### config.mk
export PLATFORM = sky130hd
export DESIGN_NAME = id_ex_reg_flat
export DESIGN_NICKNAME = d
export VERILOG_FILES = /design/src/rtl/id_ex_reg_if.sv /design/src/rtl/id_ex_reg.sv /design/src/flat_wrapper.sv
export SDC_FILE = /design/constraint.sdc
export NUM_CORES = 1
export LEC_CHECK = 0
export BUFFER_PORTS_ARGS = -buffer_cell sky130_fd_sc_hd__buf_2
export CORE_AREA = 2 2 147 149
export CTS_CLUSTER_SIZE = 40
export DETAILED_ROUTE_END_ITERATION = 10
export DIE_AREA = 0 0 149 151
export PLACE_DENSITY_LB_ADDON = 0.08
export SETUP_SLACK_MARGIN = 0.2
export SLEW_MARGIN = 10
export SYNTH_ARGS = -nofsm -noshare
export SYNTH_HDL_FRONTEND = slang
export SYNTH_SLANG_ARGS = --single-unit
export TNS_END_PERCENT = 100
### constraint.sdc
create_clock -name clk -period 6.8 [get_ports clk]
set_input_delay 1.36 -clock clk [delete_from_list [all_inputs] [get_ports clk]]
set_output_delay 1.36 -clock clk [all_outputs]
set_load 0.02 [all_outputs]
### src/rtl/id_ex_reg_if.sv
// ID/EX boundary bundle: decoded instruction from ID, MEM/WB forwarding taps,
// stall/flush from the hazard unit, and the EX-stage outputs toward the ALU.
interface id_ex_reg_if #(
    parameter int CPU_WIDTH    = 32,
    parameter int ALU_OP_WIDTH = 4
);
  logic                    stall;
  logic                    flush;
  logic                    id_valid;
  logic [CPU_WIDTH-1:0]    id_pc;
  logic [ALU_OP_WIDTH-1:0] id_alu_op;
  logic [CPU_WIDTH-1:0]    id_rs1_data;
  logic [CPU_WIDTH-1:0]    id_rs2_data;
  logic [CPU_WIDTH-1:0]    id_imm;
  logic [4:0]              id_rs1_addr;
  logic [4:0]              id_rs2_addr;
  logic [4:0]              id_rd_addr;
  logic                    id_src1_pc;
  logic                    id_src2_imm;
  logic                    id_reg_wen;
  logic                    id_mem_ren;
  logic                    id_mem_wen;
  logic                    mem_fwd_wen;
  logic                    wb_fwd_wen;
  logic [4:0]              mem_fwd_rd;
  logic [4:0]              wb_fwd_rd;
  logic [CPU_WIDTH-1:0]    mem_fwd_data;
  logic [CPU_WIDTH-1:0]    wb_fwd_data;
  logic                    ex_valid;
  logic                    ex_reg_wen;
  logic                    ex_mem_ren;
  logic                    ex_mem_wen;
  logic [CPU_WIDTH-1:0]    ex_pc;
  logic [ALU_OP_WIDTH-1:0] ex_alu_op;
  logic [4:0]              ex_rd_addr;
  logic [CPU_WIDTH-1:0]    alu_src1;
  logic [CPU_WIDTH-1:0]    alu_src2;
  logic [CPU_WIDTH-1:0]    ex_store_data;
  logic                    load_use;

  modport master (
    output stall, flush, id_valid, id_pc, id_alu_op, id_rs1_data, id_rs2_data,
           id_imm, id_rs1_addr, id_rs2_addr, id_rd_addr, id_src1_pc, id_src2_imm,
           id_reg_wen, id_mem_ren, id_mem_wen, mem_fwd_wen, wb_fwd_wen,
           mem_fwd_rd, wb_fwd_rd, mem_fwd_data, wb_fwd_data,
    input  ex_valid, ex_reg_wen, ex_mem_ren, ex_mem_wen, ex_pc, ex_alu_op,
           ex_rd_addr, alu_src1, alu_src2, ex_store_data, load_use
  );

  modport slave (
    input  stall, flush, id_valid, id_pc, id_alu_op, id_rs1_data, id_rs2_data,
           id_imm, id_rs1_addr, id_rs2_addr, id_rd_addr, id_src1_pc, id_src2_imm,
           id_reg_wen, id_mem_ren, id_mem_wen, mem_fwd_wen, wb_fwd_wen,
           mem_fwd_rd, wb_fwd_rd, mem_fwd_data, wb_fwd_data,
    output ex_valid, ex_reg_wen, ex_mem_ren, ex_mem_wen, ex_pc, ex_alu_op,
           ex_rd_addr, alu_src1, alu_src2, ex_store_data, load_use
  );
endinterface

### src/rtl/id_ex_reg.sv
// ID/EX pipeline register with MEM/WB operand forwarding and load-use detection.
// Flush beats stall beats load; stalled operands keep absorbing forwarded results.
module id_ex_reg #(
    parameter int                    CPU_WIDTH    = 32,
    parameter int                    ALU_OP_WIDTH = 4,
    parameter logic [ALU_OP_WIDTH-1:0] ALU_ADD    = {ALU_OP_WIDTH{1'b0}}
) (
    input logic        clk,
    input logic        rst_n,
    id_ex_reg_if.slave bus
);

  typedef struct packed {
    logic                    valid;
    logic                    reg_wen;
    logic                    mem_ren;
    logic                    mem_wen;
    logic                    src1_pc;
    logic                    src2_imm;
    logic [ALU_OP_WIDTH-1:0] alu_op;
    logic [4:0]              rd_addr;
    logic [4:0]              rs1_addr;
    logic [4:0]              rs2_addr;
    logic [CPU_WIDTH-1:0]    pc;
    logic [CPU_WIDTH-1:0]    rs1_data;
    logic [CPU_WIDTH-1:0]    rs2_data;
    logic [CPU_WIDTH-1:0]    imm;
  } stage_t;

  // A bubble doubles as the reset image: everything zero except an ADD opcode.
  function automatic stage_t bubble();
    stage_t b;
    b        = '0;
    b.alu_op = ALU_ADD;
    return b;
  endfunction

  function automatic logic [CPU_WIDTH-1:0] fwd_sel(
      input logic [4:0]           addr,
      input logic [CPU_WIDTH-1:0] reg_data,
      input logic                 mem_wen,
      input logic [4:0]           mem_rd,
      input logic [CPU_WIDTH-1:0] mem_data,
      input logic                 wb_wen,
      input logic [4:0]           wb_rd,
      input logic [CPU_WIDTH-1:0] wb_data
  );
    logic [CPU_WIDTH-1:0] r;
    if (mem_wen && (mem_rd == addr) && (addr != 5'd0)) begin
      r = mem_data;
    end else if (wb_wen && (wb_rd == addr) && (addr != 5'd0)) begin
      r = wb_data;
    end else begin
      r = reg_data;
    end
    return r;
  endfunction

  stage_t               stage_r;
  stage_t               load_s;
  logic [CPU_WIDTH-1:0] fwd_rs1_s;
  logic [CPU_WIDTH-1:0] fwd_rs2_s;
  logic [CPU_WIDTH-1:0] alu_src1_s;
  logic [CPU_WIDTH-1:0] alu_src2_s;
  logic                 load_use_s;

  // Candidate next stage contents when loading from ID.
  always_comb begin
    load_s = bubble();
    if (bus.id_valid) begin
      load_s.valid    = 1'b1;
      load_s.reg_wen  = bus.id_reg_wen;
      load_s.mem_ren  = bus.id_mem_ren;
      load_s.mem_wen  = bus.id_mem_wen;
      load_s.src1_pc  = bus.id_src1_pc;
      load_s.src2_imm = bus.id_src2_imm;
      load_s.alu_op   = bus.id_alu_op;
      load_s.rd_addr  = bus.id_rd_addr;
      load_s.rs1_addr = bus.id_rs1_addr;
      load_s.rs2_addr = bus.id_rs2_addr;
      load_s.pc       = bus.id_pc;
      load_s.rs1_data = bus.id_rs1_data;
      load_s.rs2_data = bus.id_rs2_data;
      load_s.imm      = bus.id_imm;
    end else begin
      load_s = bubble();
    end
  end

  // Forwarded operands, ALU source muxing and the load-use hazard flag.
  always_comb begin
    fwd_rs1_s = fwd_sel(stage_r.rs1_addr, stage_r.rs1_data,
                        bus.mem_fwd_wen, bus.mem_fwd_rd, bus.mem_fwd_data,
                        bus.wb_fwd_wen, bus.wb_fwd_rd, bus.wb_fwd_data);
    fwd_rs2_s = fwd_sel(stage_r.rs2_addr, stage_r.rs2_data,
                        bus.mem_fwd_wen, bus.mem_fwd_rd, bus.mem_fwd_data,
                        bus.wb_fwd_wen, bus.wb_fwd_rd, bus.wb_fwd_data);
    if (stage_r.src1_pc) begin
      alu_src1_s = stage_r.pc;
    end else begin
      alu_src1_s = fwd_rs1_s;
    end
    if (stage_r.src2_imm) begin
      alu_src2_s = stage_r.imm;
    end else begin
      alu_src2_s = fwd_rs2_s;
    end
    // rs2 is compared even for instructions that do not read it.
    load_use_s = stage_r.valid && stage_r.mem_ren && (stage_r.rd_addr != 5'd0) &&
                 bus.id_valid &&
                 ((stage_r.rd_addr == bus.id_rs1_addr) ||
                  (stage_r.rd_addr == bus.id_rs2_addr));
  end

  // Stage register: flush > stall (operand refresh only) > load.
  always_ff @(posedge clk or negedge rst_n) begin
    if (!rst_n) begin
      stage_r <= bubble();
    end else if (bus.flush) begin
      stage_r <= bubble();
    end else if (bus.stall) begin
      stage_r.rs1_data <= fwd_rs1_s;
      stage_r.rs2_data <= fwd_rs2_s;
    end else begin
      stage_r <= load_s;
    end
  end

  assign bus.ex_valid      = stage_r.valid;
  assign bus.ex_reg_wen    = stage_r.reg_wen;
  assign bus.ex_mem_ren    = stage_r.mem_ren;
  assign bus.ex_mem_wen    = stage_r.mem_wen;
  assign bus.ex_pc         = stage_r.pc;
  assign bus.ex_alu_op     = stage_r.alu_op;
  assign bus.ex_rd_addr    = stage_r.rd_addr;
  assign bus.alu_src1      = alu_src1_s;
  assign bus.alu_src2      = alu_src2_s;
  assign bus.ex_store_data = fwd_rs2_s;
  assign bus.load_use      = load_use_s;

endmodule

### src/flat_wrapper.sv
// flat-port wrapper written by rule: the top's interface ports become plain ports
module id_ex_reg_flat 
#(
    parameter int                    CPU_WIDTH    = 32,
    parameter int                    ALU_OP_WIDTH = 4,
    parameter logic [ALU_OP_WIDTH-1:0] ALU_ADD    = {ALU_OP_WIDTH{1'b0}}
)
  (clk, rst_n, bus_stall, bus_flush, bus_id_valid, bus_id_pc, bus_id_alu_op, bus_id_rs1_data, bus_id_rs2_data, bus_id_imm, bus_id_rs1_addr, bus_id_rs2_addr, bus_id_rd_addr, bus_id_src1_pc, bus_id_src2_imm, bus_id_reg_wen, bus_id_mem_ren, bus_id_mem_wen, bus_mem_fwd_wen, bus_wb_fwd_wen, bus_mem_fwd_rd, bus_wb_fwd_rd, bus_mem_fwd_data, bus_wb_fwd_data, bus_ex_valid, bus_ex_reg_wen, bus_ex_mem_ren, bus_ex_mem_wen, bus_ex_pc, bus_ex_alu_op, bus_ex_rd_addr, bus_alu_src1, bus_alu_src2, bus_ex_store_data, bus_load_use);
  id_ex_reg_if #(.CPU_WIDTH(CPU_WIDTH), .ALU_OP_WIDTH(ALU_OP_WIDTH)) bus_i ();
  input logic clk;
  input logic rst_n;
  input wire logic [$bits(bus_i.stall)-1:0] bus_stall;
  input wire logic [$bits(bus_i.flush)-1:0] bus_flush;
  input wire logic [$bits(bus_i.id_valid)-1:0] bus_id_valid;
  input wire logic [$bits(bus_i.id_pc)-1:0] bus_id_pc;
  input wire logic [$bits(bus_i.id_alu_op)-1:0] bus_id_alu_op;
  input wire logic [$bits(bus_i.id_rs1_data)-1:0] bus_id_rs1_data;
  input wire logic [$bits(bus_i.id_rs2_data)-1:0] bus_id_rs2_data;
  input wire logic [$bits(bus_i.id_imm)-1:0] bus_id_imm;
  input wire logic [$bits(bus_i.id_rs1_addr)-1:0] bus_id_rs1_addr;
  input wire logic [$bits(bus_i.id_rs2_addr)-1:0] bus_id_rs2_addr;
  input wire logic [$bits(bus_i.id_rd_addr)-1:0] bus_id_rd_addr;
  input wire logic [$bits(bus_i.id_src1_pc)-1:0] bus_id_src1_pc;
  input wire logic [$bits(bus_i.id_src2_imm)-1:0] bus_id_src2_imm;
  input wire logic [$bits(bus_i.id_reg_wen)-1:0] bus_id_reg_wen;
  input wire logic [$bits(bus_i.id_mem_ren)-1:0] bus_id_mem_ren;
  input wire logic [$bits(bus_i.id_mem_wen)-1:0] bus_id_mem_wen;
  input wire logic [$bits(bus_i.mem_fwd_wen)-1:0] bus_mem_fwd_wen;
  input wire logic [$bits(bus_i.wb_fwd_wen)-1:0] bus_wb_fwd_wen;
  input wire logic [$bits(bus_i.mem_fwd_rd)-1:0] bus_mem_fwd_rd;
  input wire logic [$bits(bus_i.wb_fwd_rd)-1:0] bus_wb_fwd_rd;
  input wire logic [$bits(bus_i.mem_fwd_data)-1:0] bus_mem_fwd_data;
  input wire logic [$bits(bus_i.wb_fwd_data)-1:0] bus_wb_fwd_data;
  output wire logic [$bits(bus_i.ex_valid)-1:0] bus_ex_valid;
  output wire logic [$bits(bus_i.ex_reg_wen)-1:0] bus_ex_reg_wen;
  output wire logic [$bits(bus_i.ex_mem_ren)-1:0] bus_ex_mem_ren;
  output wire logic [$bits(bus_i.ex_mem_wen)-1:0] bus_ex_mem_wen;
  output wire logic [$bits(bus_i.ex_pc)-1:0] bus_ex_pc;
  output wire logic [$bits(bus_i.ex_alu_op)-1:0] bus_ex_alu_op;
  output wire logic [$bits(bus_i.ex_rd_addr)-1:0] bus_ex_rd_addr;
  output wire logic [$bits(bus_i.alu_src1)-1:0] bus_alu_src1;
  output wire logic [$bits(bus_i.alu_src2)-1:0] bus_alu_src2;
  output wire logic [$bits(bus_i.ex_store_data)-1:0] bus_ex_store_data;
  output wire logic [$bits(bus_i.load_use)-1:0] bus_load_use;
  assign bus_i.stall = bus_stall;
  assign bus_i.flush = bus_flush;
  assign bus_i.id_valid = bus_id_valid;
  assign bus_i.id_pc = bus_id_pc;
  assign bus_i.id_alu_op = bus_id_alu_op;
  assign bus_i.id_rs1_data = bus_id_rs1_data;
  assign bus_i.id_rs2_data = bus_id_rs2_data;
  assign bus_i.id_imm = bus_id_imm;
  assign bus_i.id_rs1_addr = bus_id_rs1_addr;
  assign bus_i.id_rs2_addr = bus_id_rs2_addr;
  assign bus_i.id_rd_addr = bus_id_rd_addr;
  assign bus_i.id_src1_pc = bus_id_src1_pc;
  assign bus_i.id_src2_imm = bus_id_src2_imm;
  assign bus_i.id_reg_wen = bus_id_reg_wen;
  assign bus_i.id_mem_ren = bus_id_mem_ren;
  assign bus_i.id_mem_wen = bus_id_mem_wen;
  assign bus_i.mem_fwd_wen = bus_mem_fwd_wen;
  assign bus_i.wb_fwd_wen = bus_wb_fwd_wen;
  assign bus_i.mem_fwd_rd = bus_mem_fwd_rd;
  assign bus_i.wb_fwd_rd = bus_wb_fwd_rd;
  assign bus_i.mem_fwd_data = bus_mem_fwd_data;
  assign bus_i.wb_fwd_data = bus_wb_fwd_data;
  assign bus_ex_valid = bus_i.ex_valid;
  assign bus_ex_reg_wen = bus_i.ex_reg_wen;
  assign bus_ex_mem_ren = bus_i.ex_mem_ren;
  assign bus_ex_mem_wen = bus_i.ex_mem_wen;
  assign bus_ex_pc = bus_i.ex_pc;
  assign bus_ex_alu_op = bus_i.ex_alu_op;
  assign bus_ex_rd_addr = bus_i.ex_rd_addr;
  assign bus_alu_src1 = bus_i.alu_src1;
  assign bus_alu_src2 = bus_i.alu_src2;
  assign bus_ex_store_data = bus_i.ex_store_data;
  assign bus_load_use = bus_i.load_use;
  id_ex_reg #(.CPU_WIDTH(CPU_WIDTH), .ALU_OP_WIDTH(ALU_OP_WIDTH), .ALU_ADD(ALU_ADD)) u_core (.clk(clk), .rst_n(rst_n), .bus(bus_i));
endmodule
## Yosys cells after proc, flatten, opt, wreduce, memory -nomap -nowiden

Index checks and enable logic that the tools add are counted.

| operators by class | value |
|---|---|
| equal/unequal tests | 7 |
| multiplexer cells | 11 |
| reductions and logical operators | 16 |

Operator list:

| kind | number |
|---|---|
| $mux 153 | 2 |
| $mux 32 | 7 |
| $mux 64 | 1 |
| $mux 57 | 1 |
| $eq 5x5->1 | 6 |
| $reduce_bool 5->1 | 3 |
| $logic_and 1x1->1 | 12 |
| $ne 2x1->1 const B | 1 |
| $logic_or 1x1->1 | 1 |

| storage, ports and cells | value |
|---|---|
| register bits after elaboration | 153 |
| input bits | 233 |

## Depth between registers and ports, before layout

| logic depth | value |
|---|---|
| depth after elaboration | 7 |
| depth in mapped cells | 7 |

## Least setup slack after synthesis

Ideal clock, no wire load.

| timing | value |
|---|---|
| path type | input port to output port |
| start | input bus_wb_fwd_rd[0] |
| end | output bus_alu_src2[10] |
| arrival time | 3067 ps |
| data required time | 5440 ps |
| setup slack | 2373 ps |
| stages | 7 |
| path buffers | 2 |
| cell sequence | xnor2_1 and4_1 clkbuf_1 clkbuf_1 nand4_1 a31oi_1 mux2_2 |

| on the way | value |
|---|---|
| word-level cells in the longest chain between the ends | 6 |

Ends and longest elaborated chain:

| item | line | source |
|---|---|---|
| start: declaration | flat_wrapper.sv:31 | `input wire logic [$bits(bus_i.wb_fwd_rd)-1:0] bus_wb_fwd_rd;` |
| $eq 5x5->1 | id_ex_reg.sv:51 | `end else if (wb_wen && (wb_rd == addr) && (addr != 5'd0)) begin` |
| $logic_and 1x1->1 (2 in a row) | id_ex_reg.sv:51 |  |
| $mux 32 | id_ex_reg.sv:51 |  |
| $mux 32 | id_ex_reg.sv:49 | `if (mem_wen && (mem_rd == addr) && (addr != 5'd0)) begin` |
| net bus_ex_store_data[10] | flat_wrapper.sv:43 | `output wire logic [$bits(bus_i.ex_store_data)-1:0] bus_ex_store_data;` |
| $mux 32 | id_ex_reg.sv:103 | `if (stage_r.src2_imm) begin` |
| end: declaration | flat_wrapper.sv:42 | `output wire logic [$bits(bus_i.alu_src2)-1:0] bus_alu_src2;` |

The timed path passes the listed nets, and every way through them passes these cells.

## Worst setup path after layout

| timing | value |
|---|---|
| start | register u_core.stage_r[132] in the netlist's numbering |
| end | output bus_alu_src2[24] |

| on the way | value |
|---|---|
| word-level cells in the longest chain between the ends | 6 |
| elaborated cells between the ends (all ways) | 10 |
| those cells by class | eq/ne (2); mux (3); reduce/logical (5) |

Ends and longest elaborated chain:

| item | line | source |
|---|---|---|
| start: declaration | id_ex_reg.sv:59 | `stage_t stage_r;` |
| start signal: assignment | id_ex_reg.sv:118 | `stage_r <= bubble();` |
| start signal: assignment | id_ex_reg.sv:120 | `stage_r <= bubble();` |
| start signal: assignment | id_ex_reg.sv:125 | `stage_r <= load_s;` |
| $eq 5x5->1 | id_ex_reg.sv:51 |  |
| $logic_and 1x1->1 (2 in a row) | id_ex_reg.sv:51 |  |
| $mux 32 | id_ex_reg.sv:51 |  |
| $mux 32 * | id_ex_reg.sv:49 |  |
| $mux 32 * | id_ex_reg.sv:103 |  |

Mark *: on every way between the ends. The rest lies on a longest branch, timed or not.

==> impl_metrics.tcl <==
set metrics [dict create \
    status "finished, final reports clean" \
    slew_viol_final 0 \
    ys_seq_area_share_pct 46.4 \
    worstSetupPathType "register to output pin" \
    die_y_um 151 \
    p_switching_uw 711 \
    io_pins 375 \
    comb_power_share_pct 18.1 \
    cp-start-kind "register" \
    cts_buffer_depth 2 \
    netSwitchingFraction_pct 31.0 \
    first_pass_iters 5 \
    pwr-share-clk_pct 39.6 \
    setup_slack_ps 1480 \
    fin_skew_ps 17.4 \
    nets 1299 \
    dp_slack_ps 1710 \
    p_leak_nw 5.18 \
    synth_top_area_share_pct 46.4 \
    fmax_ghz 0.188 \
    hold_path.class "register to register" \
    drv_cap 0 \
    syn_area_um2 8250 \
    grt-ovfl-total 0 \
    grt_pass1_vias 7902 \
    critPathMaxFanout 33 \
    crit_family "simple AND/OR/NAND/NOR gates" \
    ys_types 36 \
    relSlewSlack_pct 22.8 \
    die_area_um2 22500 \
    grt_max_degree 154 \
    arrival_ps 3960 \
    post-dp-hpwl_um 21400 \
    slowest_stage "o211ai_4" \
    clk_pin_slew_ps 70 \
    portBuffers 374 \
    syn_inst 784 \
    wl_per_cell_um 23.4 \
    cts_sinks 153 \
    cts-htree-levels 4 \
    insertion_delay_ps 440 \
    setup_tns_ps 0 \
    ant_nets 0 \
    synth_area_leaders "dfrtp_1, a22o_1, mux2_2, buf_4, mux2i_1" \
    clock-root-buffer "clkbuf_16" \
    grt_setup_unrepaired "no" \
    via_count 7969 \
    cts_buffers 17 \
    fin_crit_sh_pct 78.3 \
    fillers 1973 \
    grtUsageTotal_pct 27.6 \
    required_ps 5440 \
    postSynth.asyncResetShare_pct 100 \
    cts_setup_buffers 0 \
    antenna_found_initial 6 \
    drive_above_1_share_pct 43.0 \
    core_area_um2 20800 \
    yosysMostFrequentCell "dfrtp_1" \
    die_w_um 149 \
    drt_iter0_drc 532 \
    synth_warnings 0 \
    min_period_ps 5320 \
    irDropWorstVdd_v 0.000119 \
    power_report.internal_total_mw 1.58 \
    synthesis.nets 1017 \
    hold_violations 0 \
    place_congestion 0.805 \
    yosys.area.top_type "dfrtp_1" \
    synth_edf_count 0 \
    cts_resized 0 \
    drc 0 \
    setup_viol 0 \
    row_count 53 \
    initial_utilization_pct 39.6 \
    path_buf_inv 1 \
    worst_path_largest_cell_delay_ps 840 \
    ys_ff_latch 153 \
    synth_ff_type "dfrtp_1" \
    crit_path_end_kind "output pin" \
    cts_tree "done" \
    pwr-share-seq_pct 42.3 \
    routed_wl_um 31800 \
    tightest_slew_ps 1160 \
    grt_pass1_wl_um 47300 \
    synth_area_per_cell_um2 10.5 \
    netlist_top_cells_count "dfrtp_1, a22o_1, clkbuf_1" \
    vias_per_cell 5.86 \
    areaGrowthSynthToFinish_pct 28.0 \
    hold_buffers 0 \
    powerDensity_nw_per_um2 217 \
    crit_chain "or4_1 -> o211ai_4 -> or2_2 -> a31oi_1 -> mux2_2 -> buf_2" \
]
==> path summary, 6_finish.rpt <==
path                                              start                 endpoint  slack [ps]  cells after the start
max in group asynchronous                         rst_n      u_core.stage_r[147]        4310                      2
worst min-delay path            u_core.bus.ex_alu_op[2]  u_core.bus.ex_alu_op[2]         510                      1
worst min register to register  u_core.bus.ex_alu_op[2]  u_core.bus.ex_alu_op[2]         510                      1
min in group asynchronous                         rst_n        u_core.stage_r[7]        1020                      1
worst max register to register      u_core.stage_r[132]       u_core.stage_r[39]        3370                      5
worst max-delay path                u_core.stage_r[132]         bus_alu_src2[24]        1480                      6
==> power by group through the flow <==
| stage | Clock [mW] | Sequential, mW | Combinational, mW |
|---|---|---|---|
| 4_1_cts | 0.928 | 0.970 | 0.415 |
| 6_report | 0.908 | 0.970 | 0.414 |
| 3_3_place_gp | 0 | 0.986 | 0.412 |
| 3_5_place_dp | 0 | 0.987 | 0.414 |
| 5_1_grt | 0.971 | 0.974 | 0.447 |
| 2_1_floorplan | 0 | 0.978 | 0.229 |
==> cells by family after synthesis <==
group	count (synthesis)	synth area share, %
AOI/OAI and AO/OA	319	28.1
DFF	153	46.4
muxes	64	8.25
xor gates and xnor gates	28	2.97
and+or+nand+nor	93	6.38
buffers and inverters	127	7.96
==> routing by layer <==
layer / share of wire [%] / track usage (%) / vias to the layer above
met3: 8.5 / 6.90 / 47
met5: 0 / 0 / -
met2: 47 / 44.7 / 402
met4: 2.0 / 8.48 / 0
met1: 42 / 36.5 / 3927
li1: - / - / 3593
==> placed cells by master, fill, tap and decap left out, drive strengths merged, types with 7 or more instances in the layout <==
| cell | count |
|---|---|
| dfrtp | 153 |
| buf | 389 |
| mux2i | 32 |
| nand4 | 35 |
| a22oi | 32 |
| a31oi | 33 |
| xor2 | 9 |
| o31ai | 32 |
| a22o | 120 |
| nor3 | 35 |
| xnor2 | 19 |
| mux2 | 32 |
| clkbuf | 18 |
| a21oi | 33 |
| inv | 7 |
| o22ai | 32 |
| o21ai | 33 |
==> registers in the layout, indices dropped and copies added (netlist names) <==
signal and count:
u_core.bus.ex_mem_ren 1, u_core.bus.ex_rd_addr 5, u_core.bus.ex_reg_wen 1, u_core.stage_r 108, u_core.bus.ex_mem_wen 1, u_core.bus.ex_valid 1, u_core.bus.ex_pc 32, u_core.bus.ex_alu_op 4
==> layout make-up <==
cell class / instances / area [um2] / area share, %
diodes: 5 / 12.5 / 0.118
inverters: 1 / 3.75 / 0.0355
repair buffers: 389 / 2000 / 19.0
multi-input cells: 504 / 3820 / 36.2
well taps: 275 / 344 / 3.26
clock inverters: 14 / 115 / 1.09
clock buffers: 18 / 439 / 4.16
flip-flops and latches: 153 / 3830 / 36.2
==> through the flow <==
step / hold slack, ps / util (%) / cell area (um2) / cells / total power [mW]
final: 505 / 50.8 / 10600 / 1359 / 2.29
after floorplan: 467 / - / 8250 / 784 / 1.21
after CTS: 506 / 50.7 / 10600 / 1354 / 2.31
after global routing: 517 / 50.7 / 10600 / 1357 / 2.39
after global placement: 482 / 48.0 / 10000 / 1322 / 1.40
after detailed placement: 485 / 48.0 / 10000 / 1322 / 1.40
Note: power is estimated with default switching activity, not from simulation.
